==> config.mk <==
export PLATFORM = sky130hd
export DESIGN_NAME = generic_fifo_sync
export DESIGN_NICKNAME = d
export VERILOG_FILES = /design/src/rtl/generic_fifo_sync.sv
export SDC_FILE = /design/constraint.sdc
export NUM_CORES = 1
export LEC_CHECK = 0
export ABC_CLOCK_PERIOD_IN_PS = 4050
export BUFFER_PORTS_ARGS = -buffer_cell sky130_fd_sc_hd__buf_2
export CORE_MARGIN = 2
export CORE_UTILIZATION = 51
export CTS_CLUSTER_DIAMETER = 60
export DETAILED_ROUTE_END_ITERATION = 6
export GPL_ROUTABILITY_DRIVEN = 0
export PLACE_DENSITY = 0.78
export SYNTH_ARGS = -nofsm -noshare
export SYNTH_HDL_FRONTEND = slang
export SYNTH_SLANG_ARGS = --single-unit
==> constraint.sdc <==
create_clock -name clk -period 4.05 [get_ports clk]
set_clock_uncertainty 0.15 [all_clocks]
set_input_delay 0.2025 -clock clk [delete_from_list [all_inputs] [get_ports clk]]
set_output_delay 0.2025 -clock clk [all_outputs]
set_load 0.01 [all_outputs]
==> src/rtl/generic_fifo_sync.sv <==
// generic_fifo_sync: single-clock FIFO with level count,
// almost-full/almost-empty flags and synchronous clear.
module generic_fifo_sync #(
    parameter int dw = 8,
    parameter int aw = 4,
    parameter int n  = 2
) (
    input  logic          clk,
    input  logic          rst,
    input  logic          clr,
    input  logic [dw-1:0] din,
    input  logic          we,
    output logic [dw-1:0] dout,
    input  logic          re,
    output logic          full,
    output logic          empty,
    output logic          full_n,
    output logic          empty_n,
    output logic [aw:0]   level
);

    localparam int DEPTH = 1 << aw;

    localparam logic [aw:0]   LV_FULL = (aw+1)'(DEPTH);
    localparam logic [aw:0]   LV_AF   = (aw+1)'(DEPTH - n);
    localparam logic [aw:0]   LV_AE   = (aw+1)'(n);
    localparam logic [aw:0]   LV_ONE  = (aw+1)'(1);
    localparam logic [aw-1:0] PT_ONE  = aw'(1);

    logic [dw-1:0] mem [DEPTH];
    logic [aw-1:0] wp;
    logic [aw-1:0] rp;
    logic [aw:0]   cnt;
    logic          wa;
    logic          ra;

    assign wa = we && !full && !clr;
    assign ra = re && !empty && !clr;

    assign level   = cnt;
    assign empty   = (cnt == '0);
    assign full    = (cnt == LV_FULL);
    assign full_n  = (cnt >= LV_AF);
    assign empty_n = (cnt <= LV_AE);

    // Storage has no reset; only the pointers define valid contents.
    always_ff @(posedge clk) begin
        if (wa)
            mem[wp] <= din;
    end

    always_ff @(posedge clk or negedge rst) begin
        if (!rst) begin
            wp <= '0;
            rp <= '0;
        end else if (clr) begin
            wp <= '0;
            rp <= '0;
        end else begin
            if (wa)
                wp <= wp + PT_ONE;
            if (ra)
                rp <= rp + PT_ONE;
        end
    end

    always_ff @(posedge clk or negedge rst) begin
        if (!rst) begin
            cnt <= '0;
        end else if (clr) begin
            cnt <= '0;
        end else begin
            unique case ({wa, ra})
                2'b10:   cnt <= cnt + LV_ONE;
                2'b01:   cnt <= cnt - LV_ONE;
                default: cnt <= cnt;
            endcase
        end
    end

    // dout holds through clear and ignored reads.
    always_ff @(posedge clk or negedge rst) begin
        if (!rst)
            dout <= '0;
        else if (ra)
            dout <= mem[rp];
    end

endmodule

==> results.toml <==
[synthesis]
post_synth_inst_count = 337
ys_ff_latch = 149
yosysTopAreaCell = "sky130_fd_sc_hd__edfxtp_1"
synth_largest_type_area_fraction = 0.627
synth.avg_cell_area_sq_um = 18.2
synth_sequential_area_ratio = 0.713
synthesized_nets = 359
post_synth_main_area_contributors = "sky130_fd_sc_hd__edfxtp_1, sky130_fd_sc_hd__mux4_2, sky130_fd_sc_hd__dfrtp_1"
synth-warning-count = 0
synth_cell_types = 42
mappedNetlistArea_sq_um = 6130

[global_routing]
grt_overflow_total = 0
total_routing_usage_gr = 0.200
via_count_of_the_first_global_routing_pass = 3235
grt_antenna_before_repair = 0
maximum_number_of_pins_on_one_net_before_global_route_repair = 35
grt_pass1_wl_um = 18600

[drt]
drt.antenna.violating_nets = 0
count_of_routing_violations_after_the_opening_detailed_route_iteration = 416
vias_per_cell = 5.99
drc = 0
route.detailed.wl_per_inst_um = 22.4
detail_route.wirelength_um = 12000
drt_pass1_iterations = 5
via_count = 3218

[setup_path]
worstPathCellList = "or4_1, o21ai_2, nor2_1, nand2_1, inv_1, ha_1, nand2b_1, a21oi_1, mux2i_1, a32oi_1, a21oi_1"
worst-setup-path-type = "reg -> reg"
r2r_start = "level[1]"
setup.reg_to_reg.worst_slack_ps = 880
kind_of_start_point_of_the_critical_path = "register"
critPathCaptureType = "register"
worstPathRequired_ps = 4250
timing.critical_path.slowest_cell_delay_ps = 680
critical-path-top-cell-by-count = "sky130_fd_sc_hd__a21oi_1"
cp_top_family = "simple AND/OR/NAND/NOR gates"
worstPathMaxFanout = 8
timing.critical_path.from = "level[1]"
critPathSlowestCell = "sky130_fd_sc_hd__or4_1"
worst-path-buf-inv = 1
worst-endpoint-arrival_ps = 3360

[status]
outcome = "completed"

[timing]
setup-tns-final_ps = 0
finalSetupViolCount = 0
setup_ws_ps = 884
final_max_slew_viol_count = 0
max_clock_freq_ghz = 0.316
rsz0062_at_grt = "no"
max_slew.worst_pin.slew_ps = 955
slew_headroom = 0.361
post-route-period-util = 0.782
finalWorstPathRequiredPeriod_ps = 3170
hold_viol = 0

[cells_and_area]
area_used_by_multi_input_combinational_logic_sq_um = 1690
fin_nets = 399
drive_above_1_share = 0.292
fillers = 815
finalNonFillerCells = 537
area.sequential_sq_um = 4370
n_antenna_cell = 0
layout_commonest_cell = "sky130_fd_sc_hd__edfxtp_1"
most-common-layout-cells = "sky130_fd_sc_hd__edfxtp_1, sky130_fd_sc_hd__mux4_2, sky130_fd_sc_hd__buf_2"
finish.instance_area_sq_um = 7120
syn_to_final_growth_pct = 16.1

[cts]
cts_root_buffer = "sky130_fd_sc_hd__clkbuf_16"
clock_tree_from_tritoncts = "built"
htree_levels = 4
clockBufferDepth = 2
clk-insertion-delay-late_ps = 420
cts.clk_slew.worst_paths_ps = 60
post_cts_resized = 0
clock_sinks = 149
cts_inserted_buffers = 17

[die]
die_footprint_sq_um = 12900
ios = 30
die_width_um = 114
die_height_um = 114
area_of_the_core_region_sq_um = 11900
starting_density_of_the_core = 0.517
num_rows = 40

[pwr]
areal_power_density_over_the_cells_nw_per_um2 = 579
ir_worst_vdd_v = 0.000289
p_leak_nw = 2.44

[placed_design]
place.detailed.instances = 502
io_buffers = 29
dp_hpwl_um = 7060
placement.cell_area_sq_um = 6470
pre_cts_ws_ps = 937

[run]
max-cap-violations = 0

[worst_hold_path]
hold_start = "din[5]"
hp-class = "in -> reg"
## worst register-to-register path, stage by stage (launching register included)
cell and delay, ps:
sky130_fd_sc_hd__dfrtp_1 470, sky130_fd_sc_hd__or4_1 680, sky130_fd_sc_hd__o21ai_2 330, sky130_fd_sc_hd__nor2_1 90, sky130_fd_sc_hd__nand2_1 110, sky130_fd_sc_hd__inv_1 80, sky130_fd_sc_hd__ha_1 340, sky130_fd_sc_hd__nand2b_1 70
sky130_fd_sc_hd__a21oi_1 290, sky130_fd_sc_hd__mux2i_1 240, sky130_fd_sc_hd__a32oi_1 70, sky130_fd_sc_hd__a21oi_1 160
## final cells by class
type                    instances  share of cell area
flip-flops and latches        149               0.614
multi-input cells             164               0.238
clock buffers                  17              0.0598
repair buffers                 39              0.0320
clock inverters                15              0.0276
well taps                     147              0.0258
inverters                       6             0.00316
## Yosys cell counts
library cell and number:
sky130_fd_sc_hd__or3_1 3, sky130_fd_sc_hd__nor3b_1 2, sky130_fd_sc_hd__ha_1 8, sky130_fd_sc_hd__a2111oi_0 1
sky130_fd_sc_hd__and3_1 5, sky130_fd_sc_hd__or2_2 3, sky130_fd_sc_hd__or3_4 1, sky130_fd_sc_hd__inv_1 6
sky130_fd_sc_hd__clkbuf_1 10, sky130_fd_sc_hd__buf_2 6, sky130_fd_sc_hd__xor2_1 3, sky130_fd_sc_hd__nor4bb_1 1
sky130_fd_sc_hd__clkbuf_2 1, sky130_fd_sc_hd__nand2_1 15, sky130_fd_sc_hd__mux4_2 32, sky130_fd_sc_hd__or4_1 1
sky130_fd_sc_hd__dfrtp_1 21, sky130_fd_sc_hd__nor3_1 4, sky130_fd_sc_hd__a31o_2 1, sky130_fd_sc_hd__nor2b_1 2
sky130_fd_sc_hd__nand2b_1 3, sky130_fd_sc_hd__nor2_1 22, sky130_fd_sc_hd__a21boi_2 1, sky130_fd_sc_hd__a21o_1 2
sky130_fd_sc_hd__edfxtp_1 128, sky130_fd_sc_hd__fa_1 1, sky130_fd_sc_hd__o21ai_2 1, sky130_fd_sc_hd__mux2i_1 20
sky130_fd_sc_hd__nor4_1 1, sky130_fd_sc_hd__o21ai_0 1, sky130_fd_sc_hd__nand3b_1 1, sky130_fd_sc_hd__nand3_1 4
sky130_fd_sc_hd__a21boi_0 1, sky130_fd_sc_hd__a32oi_1 1, sky130_fd_sc_hd__and2_1 1, sky130_fd_sc_hd__nand4_1 1
sky130_fd_sc_hd__a21oi_1 6, sky130_fd_sc_hd__o211ai_4 1, sky130_fd_sc_hd__o221ai_1 8, sky130_fd_sc_hd__nor4b_1 1
sky130_fd_sc_hd__xnor2_1 5, sky130_fd_sc_hd__buf_1 1
## state kept, by name (all words and copies together) (netlist names)
register  cells
level         5
dout          8
wp            4
rp            4
mem         128
## through the flow
| stage | util | hold WS (ps) | total power, mW |
|---|---|---|---|
| floorplan | - | -243 | 2.31 |
| global placement | 0.545 | 49.7 | 2.49 |
| detailed placement | 0.545 | 59.0 | 2.51 |
| CTS | 0.600 | 0.911 | 4.14 |
| global route | 0.600 | 12.8 | 4.26 |
| finish | 0.600 | 18.8 | 4.12 |
## final timing paths
kind | end | cells past startpoint
worst min register to register | dout[6] | 2
min in group asynchronous | wp[2] | 2
worst max register to register | level[4] | 11
worst min-delay path | mem[14][5] | 1
max in group asynchronous | rp[3] | 2
worst max-delay path | level[4] | 11
## power breakdown
group,total [mW],internal [mW],switching [mW]
Sequential,1.84,1.74,0.0941
Clock,1.63,0.987,0.644
Combinational,0.653,0.299,0.354
Total,4.12,3.03,1.09
## timing repair
item                       4_1_cts  5_1_grt
setup endpoints to repair        0        0
hold endpoints to repair        46        0
setup buffers                    0        0
hold buffers                     3        0
## cells by family (layout without fill, tap and decap cells)
logic type,Yosys count,after routing,synth area share
AO/OA/AOI/OAI,24,24,0.0318
XOR/XNOR,8,8,0.0114
adder cells (fa/ha/maj),9,9,0.0196
buffers and inverters,24,77,0.0161
flip-flops,149,149,0.713
multiplexers,52,52,0.150
AND/OR/NAND/NOR,71,71,0.0584
## layer usage
layer | vias to the layer above | wire [um] | part of all wire | global-route usage
met5 | - | 0 | 0 | 0
met4 | 0 | 241 | 0.020 | 0.0935
met3 | 23 | 827 | 0.069 | 0.0553
met2 | 139 | 6120 | 0.51 | 0.315
met1 | 1638 | 4810 | 0.40 | 0.263
li1 | 1418 | - | - | -
Note: power is estimated with default switching activity, not from simulation.
